<file path="src/rtl/mdl_xxx_bram_stream_out.sv">
// Streams coefficient pairs from a dual-port BRAM as 64-bit AXI-Stream beats,
// optionally folding NTT residues in [0,Q) back to signed centred form.
module mdl_xxx_bram_stream_out #(
  parameter int PRM_DAXI   = 64,
  parameter int PRM_ADDR   = 12,
  parameter int PRM_DRAM   = 32,
  parameter int PRM_COEFFS = 4096,
  parameter int D1         = 28,
  parameter int D2         = 30
) (
  input  logic                iSYS_CLK,
  input  logic                iSYS_RST,
  input  logic                iFSM_START,
  output logic                oFSM_DONE,
  input  logic [1:0]          iCTL_BUT,
  input  logic [1:0]          iCTL_Q,
  output logic                oB1_enA,
  output logic [PRM_ADDR-1:0] oB1_addrA,
  input  logic [PRM_DRAM-1:0] iB1_doutA,
  output logic                oB1_enB,
  output logic [PRM_ADDR-1:0] oB1_addrB,
  input  logic [PRM_DRAM-1:0] iB1_doutB,
  output logic                oMs_Tvalid,
  output logic [PRM_DAXI-1:0] oMs_Tdata,
  output logic                oMs_Tlast,
  input  logic                iMs_Tready
);

  localparam logic [D1-1:0]       Q1_N      = D1'(134250497);
  localparam logic [D2-1:0]       Q2_N      = D2'(536903681);
  localparam logic [PRM_DRAM-1:0] Q1        = PRM_DRAM'(Q1_N);
  localparam logic [PRM_DRAM-1:0] Q2        = PRM_DRAM'(Q2_N);
  localparam logic [PRM_DRAM-1:0] ONE       = PRM_DRAM'(1);
  localparam logic [PRM_ADDR:0]   LAST_ADDR = (PRM_ADDR+1)'(PRM_COEFFS - 2);

  typedef enum logic [1:0] {S_IDLE, S_RUN, S_DRAIN, S_DONE} state_t;

  state_t                state, state_nxt;
  logic [PRM_ADDR:0]     rd_cnt;
  logic                  inflight, inflight_last;
  logic                  ntt_mode, q2_sel;
  logic [PRM_DAXI-1:0]   fifo_data [2];
  logic                  fifo_last [2];
  logic                  fifo_wp, fifo_rp;
  logic [1:0]            fifo_cnt;
  logic                  fifo_pop, push, issue, issue_last, start_ok;
  logic [2:0]            occupancy;
  logic [PRM_DRAM-1:0]   q_val;

  // Values above (Q-1)/2 represent negatives; Q is odd so (Q-1)>>1 is exact.
  function automatic logic [PRM_DRAM-1:0] centre(input logic [PRM_DRAM-1:0] c,
                                                 input logic ntt,
                                                 input logic [PRM_DRAM-1:0] q);
    if (ntt && (c > ((q - ONE) >> 1))) return c - q;
    else                               return c;
  endfunction

  assign q_val    = q2_sel ? Q2 : Q1;
  assign push     = inflight;
  assign start_ok = (state == S_IDLE) && iFSM_START;
  // The head moves into the output register whenever that register is free.
  assign fifo_pop  = (fifo_cnt != 2'd0) && (!oMs_Tvalid || iMs_Tready);
  assign occupancy = {1'b0, fifo_cnt} + {2'b00, inflight} - {2'b00, fifo_pop};
  assign issue      = (state == S_RUN) && (occupancy < 3'd2);
  assign issue_last = issue && (rd_cnt == LAST_ADDR);

  assign oB1_enA   = issue;
  assign oB1_enB   = issue;
  assign oB1_addrA = issue ? rd_cnt[PRM_ADDR-1:0] : '0;
  assign oB1_addrB = issue ? (rd_cnt[PRM_ADDR-1:0] + PRM_ADDR'(1)) : '0;

  // Next-state logic for the transfer sequencer.
  always_comb begin
    state_nxt = state;
    case (state)
      S_IDLE:  if (iFSM_START) state_nxt = S_RUN; else state_nxt = S_IDLE;
      S_RUN:   if (issue_last) state_nxt = S_DRAIN; else state_nxt = S_RUN;
      S_DRAIN: if (oMs_Tvalid && iMs_Tready && oMs_Tlast) state_nxt = S_DONE;
               else state_nxt = S_DRAIN;
      S_DONE:  state_nxt = S_IDLE;
      default: state_nxt = S_IDLE;
    endcase
  end

  // Sequencer state, read counter, mode latch and in-flight tracking.
  always_ff @(posedge iSYS_CLK) begin
    if (iSYS_RST) begin
      state         <= S_IDLE;
      rd_cnt        <= '0;
      inflight      <= 1'b0;
      inflight_last <= 1'b0;
      ntt_mode      <= 1'b0;
      q2_sel        <= 1'b0;
      oFSM_DONE     <= 1'b0;
    end else begin
      state         <= state_nxt;
      inflight      <= issue;
      inflight_last <= issue_last;
      oFSM_DONE     <= (state_nxt == S_DONE);
      if (start_ok) begin
        rd_cnt   <= '0;
        ntt_mode <= (iCTL_BUT == 2'b01) || (iCTL_BUT == 2'b10);
        q2_sel   <= (iCTL_Q != 2'b00);
      end else if (issue) begin
        rd_cnt   <= rd_cnt + (PRM_ADDR+1)'(2);
      end else begin
        rd_cnt   <= rd_cnt;
      end
    end
  end

  // FIFO storage; contents are qualified by fifo_cnt so need no reset.
  always_ff @(posedge iSYS_CLK) begin
    if (push) begin
      fifo_data[fifo_wp] <= {centre(iB1_doutB, ntt_mode, q_val),
                             centre(iB1_doutA, ntt_mode, q_val)};
      fifo_last[fifo_wp] <= inflight_last;
    end
  end

  // FIFO pointers/count and the registered stream output stage.
  always_ff @(posedge iSYS_CLK) begin
    if (iSYS_RST) begin
      fifo_wp    <= 1'b0;
      fifo_rp    <= 1'b0;
      fifo_cnt   <= 2'd0;
      oMs_Tvalid <= 1'b0;
      oMs_Tdata  <= '0;
      oMs_Tlast  <= 1'b0;
    end else begin
      fifo_cnt <= fifo_cnt + {1'b0, push} - {1'b0, fifo_pop};
      if (push) fifo_wp <= ~fifo_wp;
      if (fifo_pop) begin
        fifo_rp    <= ~fifo_rp;
        oMs_Tvalid <= 1'b1;
        oMs_Tdata  <= fifo_data[fifo_rp];
        oMs_Tlast  <= fifo_last[fifo_rp];
      end else if (iMs_Tready) begin
        oMs_Tvalid <= 1'b0;
      end
    end
  end

  fifo_no_overflow: assert property (@(posedge iSYS_CLK) disable iff (iSYS_RST)
    !(push && !fifo_pop && (fifo_cnt == 2'd2)));

endmodule

</file>
<file path="config.mk">
export PLATFORM = sky130hd
export DESIGN_NAME = mdl_xxx_bram_stream_out
export DESIGN_NICKNAME = d
export VERILOG_FILES = /design/src/rtl/mdl_xxx_bram_stream_out.sv
export SDC_FILE = /design/constraint.sdc
export NUM_CORES = 1
export LEC_CHECK = 0
export BUFFER_PORTS_ARGS = -buffer_cell sky130_fd_sc_hd__buf_4
export CORE_AREA = 2 2 152 154
export CTS_CLUSTER_DIAMETER = 50
export DETAILED_ROUTE_END_ITERATION = 16
export DIE_AREA = 0 0 154 156
export GPL_ROUTABILITY_DRIVEN = 1
export PLACE_DENSITY = 0.65
export SLEW_MARGIN = 15
export SYNTH_ARGS = -nofsm -noshare
export SYNTH_HDL_FRONTEND = slang
export SYNTH_SLANG_ARGS = --single-unit
export TNS_END_PERCENT = 50
</file>
<file path="constraint.sdc">
create_clock -name iSYS_CLK -period 8.05 [get_ports iSYS_CLK]
set_clock_uncertainty 0.05 [all_clocks]
set_input_delay 0.4025 -clock iSYS_CLK [delete_from_list [all_inputs] [get_ports iSYS_CLK]]
set_output_delay 0.4025 -clock iSYS_CLK [all_outputs]
set_load 0.05 [all_outputs]
</file>
Word-level counts from Yosys, hierarchy flattened
Memory sizes are Yosys's and may differ from the RTL's. A register that Yosys moved wholly into a read port is not among the register bits.
Cells that the tools add are included.
{ "op_classes": {"eq_ne": 7, "n_reduce_logical": 16, "muxes": 15, "bitwise": 2, "n_lt_le_gt_ge": 3, "addsub": 9} }
{ "ops": {"columns": ["op", "count"], "rows": [
  ["32-bit 2-to-1 mux", 4],
  ["32-bit by 31-bit greater-than comparator with 1-bit output", 2],
  ["32-bit by 30-bit subtractor with 32-bit output", 2],
  ["30-bit by 1-bit subtractor with 31-bit output, second input constant", 1],
  ["30-bit 2-to-1 mux", 1],
  ["12-bit 2-to-1 mux", 2],
  ["13-bit by 2-bit adder with 13-bit output, second input constant", 1],
  ["13-bit by 12-bit equality test with 1-bit output, second input constant", 1],
  ["12-bit by 1-bit adder with 12-bit output, second input constant", 1],
  ["2-bit equality test, second input constant", 4],
  ["1-bit logical AND", 8],
  ["2-bit case mux with 4 select lines", 1],
  ["1-bit 2-to-1 mux", 6],
  ["2-bit nonzero test", 3],
  ["2-bit by 1-bit equality test with 1-bit output, second input constant", 2],
  ["2-bit by 1-bit adder with 3-bit output", 1],
  ["3-bit by 2-bit < comparator with 1-bit output, second input constant", 1],
  ["3-bit by 1-bit subtractor with 3-bit output", 1],
  ["2-bit by 1-bit adder with 2-bit output", 1],
  ["2-bit zero test", 1],
  ["1-bit logical OR", 2],
  ["2-bit 2-to-1 mux", 1],
  ["1-bit inverter", 2],
  ["2-bit OR reduction", 1],
  ["2 further kinds", 2]
]} }
{ "word_totals": {"wordCells": 65, "out_inout_bits": 93, "mem_bits_rw": 130, "input_bits": 72, "n_memories": 2, "regBits": 25} }
{ "mem_list": {"columns": ["memory", "depth", "width", "read_ports", "rd_clocked_by_memory_dff", "wr", "line_no", "rtl"], "rows": [
  ["fifo_data", 2, 64, 1, 1, 1, "42", "logic [PRM_DAXI-1:0] fifo_data [2];"],
  ["fifo_last", 2, 1, 1, 1, 1, "43", "logic fifo_last [2];"]
]} }

Logic depth before layout (Yosys ltp)
Gate-level depths: netlist (run 1).
{ "depth": {"depth_word": 10, "depth_mapped": 16, "mapped_depth_nobuf": 13} }

Least setup slack after synthesis (run 1)
No wires, ideal clock.
{ "synth_timing": {"path_type": "register to output", "startpoint": "register oMs_Tvalid", "endpoint": "output port oB1_addrB[8]", "stages_incl_launch_ff": 14, "n_path_buf": 4, "path_slack_ns": 3.076, "arrival_time_ns": 4.522, "required_ns": 7.597, "path_cell_list": "dfxtp_1 -> nand2b_1 -> nor2b_1 -> clkbuf_1 -> clkbuf_1 -> clkbuf_1 -> ha_1 -> inv_1 -> ha_1 -> inv_1 -> fa_1 -> xor2_1 -> nor4_1 -> buf_4"} }
{ "synth_via": {"elab_chain_len": 7} }
{ "synth_lines": {"columns": ["element", "line_no", "rtl"], "rows": [
  ["from (decl)", "23", "output logic oMs_Tvalid,"],
  ["from (signal assigned)", "127", "oMs_Tvalid <= 1'b0;"],
  ["from (signal assigned)", "135", "oMs_Tvalid <= 1'b1;"],
  ["from (signal assigned)", "139", "oMs_Tvalid <= 1'b0;"],
  ["1-bit zero test", "62", "assign fifo_pop = (fifo_cnt != 2'd0) && (!oMs_Tvalid || iMs_Tready);"],
  ["1-bit logical OR", "62", null],
  ["1-bit logical AND", "62", null],
  ["via fifo_pop", "46", "logic fifo_pop, push, issue, issue_last, start_ok;"],
  ["3-bit by 1-bit subtractor with 3-bit output", "63", "assign occupancy = {1'b0, fifo_cnt} + {2'b00, inflight} - {2'b00, fifo_pop};"],
  ["3-bit by 2-bit < comparator with 1-bit output", "64", "assign issue = (state == S_RUN) && (occupancy < 3'd2);"],
  ["1-bit logical AND", "64", null],
  ["12-bit 2-to-1 mux", "70", "assign oB1_addrB = issue ? (rd_cnt[PRM_ADDR-1:0] + PRM_ADDR'(1)) : '0;"],
  ["to (decl)", "21", "output logic [PRM_ADDR-1:0] oB1_addrB,"]
]} }
The timed path passes the listed nets, and every way through them passes these cells.

Worst setup path in the final report (run 1)
{ "layout_timing": {"startpoint": "register fifo_cnt[1]", "endpoint": "output port oB1_addrA[3]"} }
{ "layout_via": {"elab_chain_len": 6, "word_cells_on_any_way": 7, "classes_between": "add/sub: 2; order compare: 1; mux: 1; reduce/logical: 3"} }
{ "layout_lines": {"columns": ["element", "line_no", "rtl"], "rows": [
  ["from (decl)", "45", "logic [1:0] fifo_cnt;"],
  ["from (signal assigned)", "131", "fifo_cnt <= fifo_cnt + {1'b0, push} - {1'b0, fifo_pop};"],
  ["parallel branches: the longest is 2 deep, another holds 2-bit by 1-bit adder with 3-bit output", null, null],
  ["3-bit by 1-bit subtractor with 3-bit output (*)", "63", null],
  ["3-bit by 2-bit < comparator with 1-bit output (*)", "64", null],
  ["1-bit logical AND (*)", "64", null],
  ["12-bit 2-to-1 mux (*)", "69", "assign oB1_addrA = issue ? rd_cnt[PRM_ADDR-1:0] : '0;"],
  ["to (decl)", "18", "output logic [PRM_ADDR-1:0] oB1_addrA,"]
]} }
Mark *: on every way between the ends.

==> impl_results.html, run 1 <==
<table>
<tr><th>Metric</th><th>Value</th></tr>
<tr><th colspan="2">Floorplan</th></tr>
<tr><td>Die extent in y</td><td>roughly 160 um</td></tr>
<tr><td>Placement Rows</td><td>55</td></tr>
<tr><td>Effective utilization at floorplan</td><td>roughly 44%</td></tr>
<tr><td>Die X-Extent</td><td>154 um</td></tr>
<tr><td>I/O pin total</td><td>165</td></tr>
<tr><td>Total die area</td><td>about 24000 um2</td></tr>
<tr><td>Core area</td><td>22400 um2</td></tr>
<tr><th colspan="2">Logic synthesis</th></tr>
<tr><td>Average size of a mapped cell</td><td>approximately 12 um2</td></tr>
<tr><td>Cells after synthesis</td><td>around 840</td></tr>
<tr><td>Synthesized flop and latch total</td><td>219</td></tr>
<tr><td>YS warnings</td><td>0</td></tr>
<tr><td>Portion of synthesized cell area occupied by the leading cell type</td><td>39.6%</td></tr>
<tr><td>Post-Synthesis Net Count</td><td>923</td></tr>
<tr><td>Dominant register cell in the synthesized netlist</td><td>sky130_fd_sc_hd__edfxtp_1</td></tr>
<tr><td>Number of enable-type register cells in the synthesized netlist</td><td>130</td></tr>
<tr><td>Distinct cell type count after synthesis</td><td>62</td></tr>
<tr><td>Synth top area cells</td><td>sky130_fd_sc_hd__edfxtp_1, sky130_fd_sc_hd__dfxtp_1, sky130_fd_sc_hd__mux2i_1</td></tr>
<tr><td>Library cell with the largest summed area after synthesis</td><td>sky130_fd_sc_hd__edfxtp_1</td></tr>
<tr><td>Share of the yosys chip area belonging to registers</td><td>57.6%</td></tr>
<tr><td>Ys async rst share</td><td>0%</td></tr>
<tr><td>Netlist area before placement</td><td>9860 um2</td></tr>
<tr><th colspan="2">Setup path</th></tr>
<tr><td>Endpoint class of the critical path</td><td>output port</td></tr>
<tr><td>Data required, critical path</td><td>7600 ps</td></tr>
<tr><td>Nature of the critical path startpoint</td><td>register</td></tr>
<tr><td>Start-to-end type of the worst setup path</td><td>register to output port</td></tr>
<tr><td>Signal arrival time at the worst endpoint</td><td>4200 ps</td></tr>
<tr><td>Maximum fanout count along the critical path</td><td>43</td></tr>
<tr><th colspan="2">Clock tree</th></tr>
<tr><td>Root Buffer Master</td><td>sky130_fd_sc_hd__clkbuf_16</td></tr>
<tr><td>Resized cells post-CTS</td><td>0</td></tr>
<tr><td>Clock transition at path regs</td><td>roughly 60 ps</td></tr>
<tr><td>CTS sink count</td><td>219</td></tr>
<tr><td>Cts-stage hold buffer count</td><td>0</td></tr>
<tr><td>CTS Buffer Depth</td><td>3</td></tr>
<tr><td>Setup Buffers After CTS</td><td>0</td></tr>
<tr><td>CTS Buf Count</td><td>26</td></tr>
<tr><td>H-tree levels</td><td>1</td></tr>
<tr><td>TritonCTS clock tree</td><td>done</td></tr>
<tr><td>Clk_lat worst skew</td><td>520 ps</td></tr>
<tr><th colspan="2">STA</th></tr>
<tr><td>Final number of max-transition violations</td><td>0</td></tr>
<tr><td>Final TNS setup</td><td>0 ps</td></tr>
<tr><td>Final critical-path share of the clock period</td><td>57.8%</td></tr>
<tr><td>Slew @ Worst Pin</td><td>between 900 and 1000 ps</td></tr>
<tr><td>Period minus WS final</td><td>4650 ps</td></tr>
<tr><td>RSZ-0062 raised after global routing</td><td>false</td></tr>
<tr><td>Maximum clock rate</td><td>215 MHz</td></tr>
<tr><td>Relative slew margins</td><td>between 30% and 40%</td></tr>
<tr><td>Number of hold violations in the final report</td><td>0</td></tr>
<tr><td>Final setup vio count</td><td>0</td></tr>
<tr><td>Final worst setup slack</td><td>~3400 ps</td></tr>
<tr><th colspan="2">GRT</th></tr>
<tr><td>Maximum number of pins on one net before global-route repair</td><td>91</td></tr>
<tr><td>GR Util All Layers</td><td>between 15 and 20%</td></tr>
<tr><td>Global route overflow</td><td>0</td></tr>
<tr><td>Number of global-route vias before repair</td><td>6413</td></tr>
<tr><td>Wire length of the first global-routing pass</td><td>34100 um</td></tr>
<tr><td>Antenna violations before repair</td><td>0</td></tr>
<tr><th colspan="2">Place</th></tr>
<tr><td>Number of port buffers</td><td>163</td></tr>
<tr><td>Placed wire-length estimate after detailed placement</td><td>14000 um</td></tr>
<tr><td>Placement Setup Slack</td><td>between 3000 and 4000 ps</td></tr>
<tr><td>Routability Congestion</td><td>0.830</td></tr>
<tr><th colspan="2">Run</th></tr>
<tr><td>Max-capacitance violation count</td><td>0</td></tr>
<tr><th colspan="2">Drt</th></tr>
<tr><td>Via count</td><td>6763</td></tr>
<tr><td># DRC</td><td>0</td></tr>
<tr><td>Detailed Route Iter0 Violations</td><td>326</td></tr>
<tr><td>Mean number of vias per cell</td><td>5.28</td></tr>
<tr><td>ANT nets after route</td><td>0</td></tr>
<tr><td>Number of iterations in the first detailed-routing pass</td><td>5</td></tr>
<tr><td>Total wirelength of the detailed-routed design</td><td>21200 um</td></tr>
<tr><td>Average wire length per cell after detail routing</td><td>16.5 um</td></tr>
<tr><th colspan="2">Power and ir drop</th></tr>
<tr><td>Combinational cell fraction of total power</td><td>about a third</td></tr>
<tr><td>Largest voltage drop on the vdd net</td><td>around 0.00023 V</td></tr>
<tr><td>PD cells</td><td>353 nW/um2</td></tr>
<tr><td>Switching share of total power</td><td>38.2%</td></tr>
<tr><td>Clk pwr share</td><td>around 28%</td></tr>
<tr><td>Net load switching power</td><td>1.63 mW</td></tr>
<tr><td>Sequential share of power</td><td>36.5%</td></tr>
<tr><td>Lkg Pwr</td><td>4.37 nW</td></tr>
<tr><td>Internal Dissipation</td><td>~2.6 mW</td></tr>
<tr><th colspan="2">Final layout</th></tr>
<tr><td>Final net count</td><td>1061</td></tr>
<tr><td>Most frequent cells in the layout</td><td>sky130_fd_sc_hd__buf_4, sky130_fd_sc_hd__edfxtp_1, sky130_fd_sc_hd__nor2_1</td></tr>
<tr><td>End-of-flow core utilization</td><td>54.2%</td></tr>
<tr><td>Proportion of layout cells with a drive suffix above 1</td><td>roughly a quarter</td></tr>
<tr><td>Growth of design area from synthesis to finish</td><td>22.9%</td></tr>
<tr><td>Leading cell type in the layout, fill and taps excluded</td><td>sky130_fd_sc_hd__buf_4</td></tr>
<tr><td>Layout filler cell count</td><td>1931</td></tr>
<tr><td>Antenna diode count</td><td>0</td></tr>
<tr><th colspan="2">Status</th></tr>
<tr><td>Status</td><td>finished clean</td></tr>
<tr><th colspan="2">Worst hold path</th></tr>
<tr><td>Worst Hold Class</td><td>input port to register</td></tr>
</table>
## cell usage after synthesis, types with 2 or more instances
cell type	number
sky130_fd_sc_hd__edfxtp_1	130
sky130_fd_sc_hd__nor2_1	111
sky130_fd_sc_hd__dfxtp_1	89
sky130_fd_sc_hd__a211oi_1	68
sky130_fd_sc_hd__mux2i_1	66
sky130_fd_sc_hd__xnor2_1	51
sky130_fd_sc_hd__clkbuf_1	34
sky130_fd_sc_hd__nand2_1	31
sky130_fd_sc_hd__xor2_1	21
sky130_fd_sc_hd__nand3_1	19
sky130_fd_sc_hd__buf_4	16
sky130_fd_sc_hd__nor3_1	16
sky130_fd_sc_hd__nor4_1	16
sky130_fd_sc_hd__o21ai_0	14
sky130_fd_sc_hd__ha_1	13
sky130_fd_sc_hd__inv_1	13
sky130_fd_sc_hd__nand4_1	13
sky130_fd_sc_hd__and2_1	12
sky130_fd_sc_hd__nand4b_1	9
sky130_fd_sc_hd__nor2b_1	9
sky130_fd_sc_hd__a21oi_1	8
sky130_fd_sc_hd__or3_1	7
sky130_fd_sc_hd__nand2b_1	5
sky130_fd_sc_hd__nand3b_1	5
sky130_fd_sc_hd__o211ai_1	4
sky130_fd_sc_hd__or2_2	4
sky130_fd_sc_hd__buf_1	3
sky130_fd_sc_hd__buf_2	3
sky130_fd_sc_hd__nor3b_1	3
sky130_fd_sc_hd__nor4_2	3
sky130_fd_sc_hd__nor4_4	3
sky130_fd_sc_hd__o31ai_1	3
sky130_fd_sc_hd__or4_1	3
sky130_fd_sc_hd__buf_6	2
sky130_fd_sc_hd__nor3_2	2
sky130_fd_sc_hd__o31ai_4	2
## power groups by stage
stage          combinational (mW)  clock [mW]  sequential, mW
6_report                     1.50        1.21            1.56
5_1_grt                      1.62        1.29            1.59
4_1_cts                      1.52        1.24            1.57
3_5_place_dp                 1.52           0            1.59
3_3_place_gp                 1.50           0            1.58
2_1_floorplan               0.641           0            2.02
## layer usage
metal / vias up / global-route usage [%] / wire length, um
li1: 3358 / - / -
met1: 3189 / 23.8 / 9540
met4: 0 / 4.45 / 395
met3: 37 / 2.58 / 1100
met2: 179 / 29.5 / 10100
met5: - / 0 / 0
## final cells by class
cell class	instances	area, um2	area share [%]
clock buffers	34	766	6.32
multi-input cells	547	3850	31.8
inverters	13	48.8	0.402
repair buffers	168	1260	10.4
clock inverters	14	153	1.26
flip-flops and latches	219	5690	46.9
well taps	285	357	2.94
## cell families (layout without fill, tap and decap cells)
logic type	after synthesis	count (layout)	share of synthesized area [%]
AO/OA/AOI/OAI	115	115	8.92
AND/OR/NAND/NOR	279	279	15.0
other	1	1	0.0380
adder cells (fa/ha/maj)	14	14	1.85
XOR/XNOR	72	72	6.39
multiplexers	66	66	6.70
buffers and inverters	71	229	3.50
flip-flops	219	219	57.6
## state kept, by name (all words and copies together) (netlist names)
name and flops:
ntt_mode 1, oMs_Tdata 64, rd_cnt 12, inflight_last 1, oMs_Tlast 1, oFSM_DONE 1
state 2, fifo_data 128, fifo_last 2, oMs_Tvalid 1, fifo_rp 1, fifo_cnt 2
q2_sel 1, fifo_wp 1, inflight 1
## path summary, 6_finish.rpt
kind | cells past startpoint | slack, ps | startpoint | end
worst max-delay path | 11 | 3400 | fifo_cnt[1] | oB1_addrA[3]
worst min-delay path | 3 | 140 | iMs_Tready | oMs_Tvalid
worst max register to register | 13 | 3630 | fifo_cnt[1] | state[0]
worst min register to register | 0 | 410 | inflight_last | fifo_last[1]
## critical path: stages (launching register included)
cell                      delay [ps]
sky130_fd_sc_hd__dfxtp_1         390
sky130_fd_sc_hd__nor2_1          100
sky130_fd_sc_hd__nor2b_4         740
sky130_fd_sc_hd__ha_1            380
sky130_fd_sc_hd__inv_1            60
sky130_fd_sc_hd__ha_1            130
sky130_fd_sc_hd__inv_1            50
sky130_fd_sc_hd__fa_1            510
sky130_fd_sc_hd__nand2_1         100
sky130_fd_sc_hd__nor3_2          740
sky130_fd_sc_hd__and2_1          280
sky130_fd_sc_hd__buf_4           210
## per-stage QoR
| stage | instances | area [um2] | hold WS (ps) | total power, mW |
|---|---|---|---|---|
| global placement | 1232 | 11200 | 385 | 3.08 |
| detailed placement | 1232 | 11200 | 379 | 3.10 |
| CTS | 1280 | 12100 | 117 | 4.33 |
| floorplan | 837 | 9860 | 354 | 2.67 |
| finish | 1280 | 12100 | 140 | 4.28 |
| global route | 1280 | 12100 | 145 | 4.50 |
Note: power is estimated with default switching activity, not from simulation.
==> inputs of run 2 (changes only) <==
--- a/config.mk
+++ b/config.mk
@@ -5,13 +5,13 @@
 export SDC_FILE = /design/constraint.sdc
 export NUM_CORES = 1
 export LEC_CHECK = 0
+export ABC_AREA = 1
 export BUFFER_PORTS_ARGS = -buffer_cell sky130_fd_sc_hd__buf_4
-export CORE_AREA = 2 2 152 154
+export CORE_AREA = 2 2 162 164
 export CTS_CLUSTER_DIAMETER = 50
 export DETAILED_ROUTE_END_ITERATION = 16
-export DIE_AREA = 0 0 154 156
+export DIE_AREA = 0 0 164 166
 export GPL_ROUTABILITY_DRIVEN = 1
-export PLACE_DENSITY = 0.65
 export SLEW_MARGIN = 15
 export SYNTH_ARGS = -nofsm -noshare
 export SYNTH_HDL_FRONTEND = slang
==> constraint.sdc (replaced) <==
create_clock -name iSYS_CLK -period 4.57 [get_ports iSYS_CLK]
set_clock_uncertainty 0.05 [all_clocks]
set_input_delay 0.2285 -clock iSYS_CLK [delete_from_list [all_inputs] [get_ports iSYS_CLK]]
set_output_delay 0.2285 -clock iSYS_CLK [all_outputs]
set_load 0.05 [all_outputs]
==> run 2 against run 1 <==
First-iteration DRC count is 79% higher; utilization is 0.54 points lower; non-clock buffer count is 26 higher; via count is 42% higher; sequential power is 73% higher; die area is 13% higher; synthesized cell count is 67% higher; critical path depth is 3 higher; worst setup slack worse by 2900 ps; design area is 13% higher; register-to-register slack worse by 2500 ps; final cell count is 49% higher; critical endpoint is now oB1_addrB[11]; largest power group is now combinational cells; highest routed layer unchanged.
==> impl_results.html, run 2 <==
<table>
<tr><th>Metric</th><th>Value</th></tr>
<tr><th colspan="2">Status</th></tr>
<tr><td>Status</td><td>finished clean</td></tr>
<tr><th colspan="2">Place</th></tr>
<tr><td>Placed wire-length estimate after detailed placement</td><td>20600 um</td></tr>
<tr><td>Routability Congestion</td><td>roughly 0.96</td></tr>
<tr><td>Area after detailed placement</td><td>12600 um2</td></tr>
<tr><td>Placed insts</td><td>about 1.8k</td></tr>
<tr><td>Number of port buffers</td><td>roughly 160</td></tr>
<tr><th colspan="2">Clock tree</th></tr>
<tr><td>H-tree levels</td><td>1</td></tr>
<tr><td>TritonCTS clock tree</td><td>done</td></tr>
<tr><td>Setup Buffers After CTS</td><td>0</td></tr>
<tr><td>CTS sink count</td><td>roughly 220</td></tr>
<tr><td>Clk_lat worst skew</td><td>540 ps</td></tr>
<tr><td>Root Buffer Master</td><td>sky130_fd_sc_hd__clkbuf_16</td></tr>
<tr><td>Clock transition at path regs</td><td>around 60 ps</td></tr>
<tr><td>CTS Buffer Depth</td><td>3</td></tr>
<tr><td>CTS Buf Count</td><td>27</td></tr>
<tr><th colspan="2">Power and ir drop</th></tr>
<tr><td>Net load switching power</td><td>just over 3 mW</td></tr>
<tr><td>Switching share of total power</td><td>40.5%</td></tr>
<tr><td>Clk pwr share</td><td>27.6%</td></tr>
<tr><td>PD cells</td><td>548 nW/um2</td></tr>
<tr><td>Lkg Pwr</td><td>5.70 nW</td></tr>
<tr><td>Sequential share of power</td><td>35.9%</td></tr>
<tr><td>Combinational cell fraction of total power</td><td>36.5%</td></tr>
<tr><td>Pwr Total</td><td>roughly 7.5 mW</td></tr>
<tr><td>Largest voltage drop on the vdd net</td><td>slightly above 0.0008 V</td></tr>
<tr><td>Internal Dissipation</td><td>4.48 mW</td></tr>
<tr><th colspan="2">Floorplan</th></tr>
<tr><td>Die X-Extent</td><td>between 150 and 200 um</td></tr>
<tr><td>Total die area</td><td>27200 um2</td></tr>
<tr><td>Die extent in y</td><td>between 150 and 200 um</td></tr>
<tr><td>I/O pin total</td><td>165</td></tr>
<tr><td>Placement Rows</td><td>59</td></tr>
<tr><td>Effective utilization at floorplan</td><td>44.1%</td></tr>
<tr><td>Core area</td><td>25600 um2</td></tr>
<tr><th colspan="2">Final layout</th></tr>
<tr><td>Count of placed standard cells in the final layout, fillers left out</td><td>between 1.5k and 2k</td></tr>
<tr><td>Top flop regs</td><td>fifo_data (128), oMs_Tdata (64), rd_cnt (12)</td></tr>
<tr><td>Proportion of layout cells with a drive suffix above 1</td><td>17.7%</td></tr>
<tr><td>Leading cell type in the layout, fill and taps excluded</td><td>sky130_fd_sc_hd__nand2_1</td></tr>
<tr><td>Growth of design area from synthesis to finish</td><td>21.6%</td></tr>
<tr><td>Design Area, Final</td><td>approximately 14000 um2</td></tr>
<tr><td>Max reg flops</td><td>128</td></tr>
<tr><td>Biggest register</td><td>fifo_data</td></tr>
<tr><td>Antenna diode count</td><td>0</td></tr>
<tr><td>Final net count</td><td>1641</td></tr>
<tr><td>Most frequent cells in the layout</td><td>sky130_fd_sc_hd__nand2_1, sky130_fd_sc_hd__buf_4, sky130_fd_sc_hd__nor2_1</td></tr>
<tr><th colspan="2">Drt</th></tr>
<tr><td>Mean number of vias per cell</td><td>a little over 5</td></tr>
<tr><td>Number of iterations in the first detailed-routing pass</td><td>5</td></tr>
<tr><td>ANT nets after route</td><td>0</td></tr>
<tr><td>Average wire length per cell after detail routing</td><td>15.3 um</td></tr>
<tr><td>Via count</td><td>between 9k and 10k</td></tr>
<tr><td>Detailed Route Iter0 Violations</td><td>between 500 and 600</td></tr>
<tr><td># DRC</td><td>0</td></tr>
<tr><td>Total wirelength of the detailed-routed design</td><td>29300 um</td></tr>
<tr><th colspan="2">Setup path</th></tr>
<tr><td>Nature of the critical path startpoint</td><td>register</td></tr>
<tr><td>Startpoint of the worst setup timing path</td><td>oMs_Tvalid</td></tr>
<tr><td>Reg-to-reg critical path endpoint</td><td>rd_cnt[11]</td></tr>
<tr><td>Data required, critical path</td><td>4290 ps</td></tr>
<tr><td>Startpoint of the worst-slack reg-to-reg timing path</td><td>oMs_Tvalid</td></tr>
<tr><td>Maximum fanout count along the critical path</td><td>21</td></tr>
<tr><td>Signal arrival time at the worst endpoint</td><td>between 3000 and 4000 ps</td></tr>
<tr><td>Number of cells on the worst reg-to-reg path</td><td>16</td></tr>
<tr><td>Worst setup path end</td><td>oB1_addrB[11]</td></tr>
<tr><td>R2R Setup Slk</td><td>between 1000 and 1500 ps</td></tr>
<tr><td>Start-to-end type of the worst setup path</td><td>register to output port</td></tr>
<tr><td>Endpoint class of the critical path</td><td>output port</td></tr>
<tr><th colspan="2">STA</th></tr>
<tr><td>RSZ-0062 raised after global routing</td><td>false</td></tr>
<tr><td>Period minus WS final</td><td>4030 ps</td></tr>
<tr><td>Final setup vio count</td><td>0</td></tr>
<tr><td>Final number of max-transition violations</td><td>0</td></tr>
<tr><td>Number of hold violations in the final report</td><td>0</td></tr>
<tr><td>Post-route worst hold slack</td><td>14.7 ps</td></tr>
<tr><td>Final TNS setup</td><td>0 ps</td></tr>
<tr><td>Slew @ Worst Pin</td><td>948 ps</td></tr>
<tr><td>Relative slew margins</td><td>36.7%</td></tr>
<tr><td>Maximum clock rate</td><td>approximately 250 MHz</td></tr>
<tr><td>Final critical-path share of the clock period</td><td>88.1%</td></tr>
<tr><th colspan="2">Logic synthesis</th></tr>
<tr><td>Synth top area cells</td><td>sky130_fd_sc_hd__edfxtp_1, sky130_fd_sc_hd__dfxtp_1, sky130_fd_sc_hd__nand2_1</td></tr>
<tr><td>Share of the yosys chip area belonging to registers</td><td>50.3%</td></tr>
<tr><td>Average size of a mapped cell</td><td>a little over 8 um2</td></tr>
<tr><td>Portion of synthesized cell area occupied by the leading cell type</td><td>34.5%</td></tr>
<tr><td>Most frequent cells after synthesis</td><td>sky130_fd_sc_hd__nand2_1, sky130_fd_sc_hd__nor2_1, sky130_fd_sc_hd__edfxtp_1</td></tr>
<tr><td>YS warnings</td><td>0</td></tr>
<tr><td>Post-Synthesis Net Count</td><td>1485</td></tr>
<tr><td>Netlist area before placement</td><td>11300 um2</td></tr>
<tr><td>Cell with the most instances after synthesis</td><td>sky130_fd_sc_hd__nand2_1</td></tr>
<tr><td>Synthesized flop and latch total</td><td>219</td></tr>
<tr><td>Number of enable-type register cells in the synthesized netlist</td><td>130</td></tr>
<tr><td>Ys async rst share</td><td>0%</td></tr>
<tr><td>Library cell with the largest summed area after synthesis</td><td>sky130_fd_sc_hd__edfxtp_1</td></tr>
<tr><td>Dominant register cell in the synthesized netlist</td><td>sky130_fd_sc_hd__edfxtp_1</td></tr>
<tr><td>Distinct cell type count after synthesis</td><td>41</td></tr>
<tr><td>Cells after synthesis</td><td>between 1k and 1.5k</td></tr>
<tr><th colspan="2">Run</th></tr>
<tr><td>Max-capacitance violation count</td><td>0</td></tr>
<tr><th colspan="2">GRT</th></tr>
<tr><td>Number of global-route vias before repair</td><td>8926</td></tr>
<tr><td>GR Util All Layers</td><td>21.6%</td></tr>
<tr><td>Wire length of the first global-routing pass</td><td>47000 um</td></tr>
<tr><td>Antenna violations before repair</td><td>0</td></tr>
<tr><td>Global route overflow</td><td>0</td></tr>
<tr><td>Maximum number of pins on one net before global-route repair</td><td>131</td></tr>
<tr><th colspan="2">Worst hold path</th></tr>
<tr><td>Worst Hold Class</td><td>input port to register</td></tr>
</table>
==> run 2: power by group through the flow <==
stage	combinational (mW)	sequential, mW	clock [mW]
floorplan	1.09	3.56	0
global placement	2.73	2.74	0
detailed placement	2.75	2.74	0
CTS	2.77	2.71	2.11
global route	3.00	2.75	2.21
finish	2.75	2.70	2.07
==> run 2: worst max-delay path, cell delays in order (launching register included) <==
cell	delay, ps
sky130_fd_sc_hd__dfxtp_1	350
sky130_fd_sc_hd__inv_1	50
sky130_fd_sc_hd__nor2_1	80
sky130_fd_sc_hd__inv_1	60
sky130_fd_sc_hd__o21ai_1	170
sky130_fd_sc_hd__clkinv_2	120
sky130_fd_sc_hd__ha_1	280
sky130_fd_sc_hd__inv_1	60
sky130_fd_sc_hd__ha_1	140
sky130_fd_sc_hd__inv_1	50
sky130_fd_sc_hd__fa_1	370
sky130_fd_sc_hd__xnor2_1	140
sky130_fd_sc_hd__nand3_1	560
sky130_fd_sc_hd__nor2_1	520
sky130_fd_sc_hd__buf_4	280
==> run 2: per-stage QoR <==
stage                     util [%]  worst slack, ps
after floorplan                  -              405
after global placement        49.3             1210
after detailed placement      49.3             1140
after CTS                     53.7              559
after global routing          53.7              149
final                         53.7              544
==> run 2: worst min path at each step <==
| stage | slack [ps] | end | startpoint | cells past startpoint |
|---|---|---|---|---|
| 5_1_grt | 20 | fifo_data[1][1] | iB1_doutA[1] | 3 |
| 6_report | 10 | fifo_data[1][1] | iB1_doutA[1] | 3 |
| 3_3_place_gp | 400 | fifo_last[0] | inflight_last | 0 |
| 3_5_place_dp | 390 | fifo_last[1] | inflight_last | 0 |
| 4_1_cts | 3 | fifo_data[1][1] | iB1_doutA[1] | 3 |
| 2_1_floorplan | 280 | ntt_mode | iSYS_RST | 1 |
==> run 2: cell type report <==
type                    count  area, um2
clock buffers              34        712
clock inverters            16        170
fillers                  2451      11900
inverters                 122        459
multi-input cells         991       4780
flip-flops and latches    219       5690
well taps                 335        419
repair buffers            194       1520
==> run 2: what timing repair did <==
action,in CTS,in global routing
hold buffers,23,0
hold endpoints to repair,48,0
resized for setup,0,0
==> run 2: cells by family (layout without fill, tap and decap cells) <==
kind of cell | count (synthesis) | after routing | synth area share [%]
simple gates | 732 | 732 | 27.2
flops | 219 | 219 | 50.3
compound gates | 210 | 210 | 10.7
buf+inv | 189 | 366 | 7.45
xor+xnor | 34 | 34 | 2.70
fa+ha+maj | 14 | 14 | 1.62
other cells | 1 | 1 | 0.0332
==> run 2: metal layers <==
| layer | up-vias | track usage [%] | routed length (um) |
|---|---|---|---|
| li1 | 4924 | - | - |
| met1 | 4409 | 31.6 | 14100 |
| met2 | 235 | 34.1 | 13100 |
| met3 | 37 | 2.72 | 1410 |
| met4 | 0 | 5.19 | 623 |
| met5 | - | 0 | 0 |
==> inputs of run 3 (changes only) <==
--- a/config.mk
+++ b/config.mk
@@ -7,11 +7,15 @@
 export LEC_CHECK = 0
 export ABC_AREA = 1
 export BUFFER_PORTS_ARGS = -buffer_cell sky130_fd_sc_hd__buf_4
-export CORE_AREA = 2 2 162 164
+export CELL_PAD_IN_SITES_DETAIL_PLACEMENT = 0
+export CELL_PAD_IN_SITES_GLOBAL_PLACEMENT = 1
+export CORE_AREA = 2 2 166 168
 export CTS_CLUSTER_DIAMETER = 50
 export DETAILED_ROUTE_END_ITERATION = 16
-export DIE_AREA = 0 0 164 166
+export DIE_AREA = 0 0 168 170
 export GPL_ROUTABILITY_DRIVEN = 1
+export HOLD_SLACK_MARGIN = 0.12
+export PLACE_DENSITY_LB_ADDON = 0.1
 export SLEW_MARGIN = 15
 export SYNTH_ARGS = -nofsm -noshare
 export SYNTH_HDL_FRONTEND = slang
==> run 3 against run 2 <==
Clock-buffer cell count rose by 2; critical path depth did not move; combinational power rose by 2%; power rose by 1.8%; via count rose by 1.4%; non-clock buffer count rose by 33; maximum frequency rose by 0.18%; design area rose by 2.8%; hold slack improved by 130 ps; critical path type unchanged.
==> impl_results.html, run 3 (same netlist as run 2, synthesis figures left out) <==
<table>
<tr><th>Metric</th><th>Value</th></tr>
<tr><th colspan="2">Status</th></tr>
<tr><td>Status</td><td>finished clean</td></tr>
<tr><th colspan="2">GRT</th></tr>
<tr><td>Global route overflow</td><td>0</td></tr>
<tr><td>Wire length of the first global-routing pass</td><td>49300 um</td></tr>
<tr><td>Number of global-route vias before repair</td><td>~9k</td></tr>
<tr><td>Maximum number of pins on one net before global-route repair</td><td>between 80 and 90</td></tr>
<tr><td>GR Util All Layers</td><td>21.9%</td></tr>
<tr><td>Antenna violations before repair</td><td>0</td></tr>
<tr><th colspan="2">Place</th></tr>
<tr><td>Placed wire-length estimate after detailed placement</td><td>between 20000 and 25000 um</td></tr>
<tr><td>Routability Congestion</td><td>0.889</td></tr>
<tr><td>Number of port buffers</td><td>roughly 160</td></tr>
<tr><th colspan="2">Run</th></tr>
<tr><td>Max-capacitance violation count</td><td>0</td></tr>
<tr><th colspan="2">STA</th></tr>
<tr><td>Final critical-path share of the clock period</td><td>between 80% and 90%</td></tr>
<tr><td>Period minus WS final</td><td>4020 ps</td></tr>
<tr><td>Final number of max-transition violations</td><td>0</td></tr>
<tr><td>Maximum clock rate</td><td>249 MHz</td></tr>
<tr><td>Relative slew margins</td><td>31.9%</td></tr>
<tr><td>Final setup vio count</td><td>0</td></tr>
<tr><td>RSZ-0062 raised after global routing</td><td>false</td></tr>
<tr><td>Number of hold violations in the final report</td><td>0</td></tr>
<tr><td>Final TNS setup</td><td>0 ps</td></tr>
<tr><td>Slew @ Worst Pin</td><td>~1000 ps</td></tr>
<tr><th colspan="2">Clock tree</th></tr>
<tr><td>H-tree levels</td><td>1</td></tr>
<tr><td>CTS Buf Count</td><td>28</td></tr>
<tr><td>Root Buffer Master</td><td>sky130_fd_sc_hd__clkbuf_16</td></tr>
<tr><td>Cts-stage hold buffer count</td><td>56</td></tr>
<tr><td>CTS sink count</td><td>between 200 and 250</td></tr>
<tr><td>Clock transition at path regs</td><td>60 ps</td></tr>
<tr><td>CTS Buffer Depth</td><td>3</td></tr>
<tr><td>Setup Buffers After CTS</td><td>0</td></tr>
<tr><td>Clk_lat worst skew</td><td>530 ps</td></tr>
<tr><td>TritonCTS clock tree</td><td>done</td></tr>
<tr><td>Resized cells post-CTS</td><td>0</td></tr>
<tr><th colspan="2">Drt</th></tr>
<tr><td>ANT nets after route</td><td>0</td></tr>
<tr><td>Number of iterations in the first detailed-routing pass</td><td>6</td></tr>
<tr><td># DRC</td><td>0</td></tr>
<tr><td>Mean number of vias per cell</td><td>4.99</td></tr>
<tr><td>Detailed Route Iter0 Violations</td><td>639</td></tr>
<tr><td>Average wire length per cell after detail routing</td><td>about 16 um</td></tr>
<tr><td>Total wirelength of the detailed-routed design</td><td>31500 um</td></tr>
<tr><td>Via count</td><td>9744</td></tr>
<tr><th colspan="2">Power and ir drop</th></tr>
<tr><td>Lkg Pwr</td><td>5.87 nW</td></tr>
<tr><td>Pwr Total</td><td>7.66 mW</td></tr>
<tr><td>Largest voltage drop on the vdd net</td><td>0.000406 V</td></tr>
<tr><td>PD cells</td><td>542 nW/um2</td></tr>
<tr><th colspan="2">Floorplan</th></tr>
<tr><td>Core area</td><td>26700 um2</td></tr>
<tr><td>Die extent in y</td><td>approximately 170 um</td></tr>
<tr><td>Placement Rows</td><td>60</td></tr>
<tr><td>I/O pin total</td><td>165</td></tr>
<tr><td>Effective utilization at floorplan</td><td>42.4%</td></tr>
<tr><td>Die X-Extent</td><td>approximately 170 um</td></tr>
<tr><td>Total die area</td><td>approximately 29000 um2</td></tr>
<tr><th colspan="2">Final layout</th></tr>
<tr><td>Leading cell type in the layout, fill and taps excluded</td><td>sky130_fd_sc_hd__nand2_1</td></tr>
<tr><td>Max reg flops</td><td>128</td></tr>
<tr><td>Most frequent cells in the layout</td><td>sky130_fd_sc_hd__nand2_1, sky130_fd_sc_hd__buf_4, sky130_fd_sc_hd__nor2_1</td></tr>
<tr><td>Antenna diode count</td><td>0</td></tr>
<tr><td>Final net count</td><td>1675</td></tr>
<tr><td>Proportion of layout cells with a drive suffix above 1</td><td>17.5%</td></tr>
<tr><td>Top flop regs</td><td>fifo_data (128), oMs_Tdata (64), rd_cnt (12)</td></tr>
<tr><td>Growth of design area from synthesis to finish</td><td>25.0%</td></tr>
<tr><td>Biggest register</td><td>fifo_data</td></tr>
<tr><th colspan="2">Setup path</th></tr>
<tr><td>Maximum fanout count along the critical path</td><td>21</td></tr>
<tr><td>Nature of the critical path startpoint</td><td>register</td></tr>
<tr><td>Endpoint class of the critical path</td><td>output port</td></tr>
<tr><td>Data required, critical path</td><td>4290 ps</td></tr>
<tr><td>Signal arrival time at the worst endpoint</td><td>3740 ps</td></tr>
<tr><td>Start-to-end type of the worst setup path</td><td>register to output port</td></tr>
<tr><th colspan="2">Worst hold path</th></tr>
<tr><td>Worst Hold Class</td><td>input port to register</td></tr>
</table>
==> run 3: critical path, stage by stage (launching register included) <==
cell                       delay [ps]
sky130_fd_sc_hd__dfxtp_1          350
sky130_fd_sc_hd__inv_1             50
sky130_fd_sc_hd__nor2_1            80
sky130_fd_sc_hd__inv_1             60
sky130_fd_sc_hd__o21ai_1          170
sky130_fd_sc_hd__clkinv_2         100
sky130_fd_sc_hd__ha_1             270
sky130_fd_sc_hd__inv_1             50
sky130_fd_sc_hd__ha_1             130
sky130_fd_sc_hd__inv_1             40
sky130_fd_sc_hd__fa_1             370
sky130_fd_sc_hd__xnor2_1          160
sky130_fd_sc_hd__nand3_1          570
sky130_fd_sc_hd__nor2_1           530
sky130_fd_sc_hd__buf_4            280
==> run 3: worst paths after layout <==
check	startpoint	end	slack, ps	depth (start not counted)
hold / removal	iB1_doutA[12]	fifo_data[0][12]	140	3
setup reg to reg	oMs_Tvalid	state[0]	1120	16
hold reg to reg	inflight_last	fifo_last[1]	410	0
setup / recovery	oMs_Tvalid	oB1_addrA[11]	550	14
==> run 3: through the flow <==
step	hold WS [ps]	cells	area, um2	setup WS [ps]	utilization (%)
finish	142	1951	14100	551	53.0
global route	145	1951	14100	217	53.0
CTS	122	1951	14100	520	53.0
detailed placement	397	1844	12600	1090	47.4
global placement	403	1844	12600	1120	47.4
floorplan	279	1399	11300	405	-
==> run 3: area by class of cell <==
type                            count  area (um2)
Clock buffer                       36         772
Clock inverter                     15         155
Fill cell                        2551       12500
Inverter                          122         459
Multi-Input combinational cell    991        4780
Sequential cell                   219        5690
Tap cell                          341         427
Timing Repair Buffer              227        1840
==> run 3: layer usage <==
layer | share of wire [%] | global-route usage, % | up-vias
met4 | 1.7 | 4.91 | 0
li1 | - | - | 4984
met5 | 0 | 0 | -
met3 | 4.6 | 2.51 | 40
met2 | 44 | 33.8 | 231
met1 | 50 | 32.9 | 4489
==> run 3: power by group <==
group          internal (mW)  leakage [nW]  switching [mW]
Combinational          0.769          3.51            2.03
Clock                   1.32         0.452           0.844
Sequential              2.50          1.91           0.204
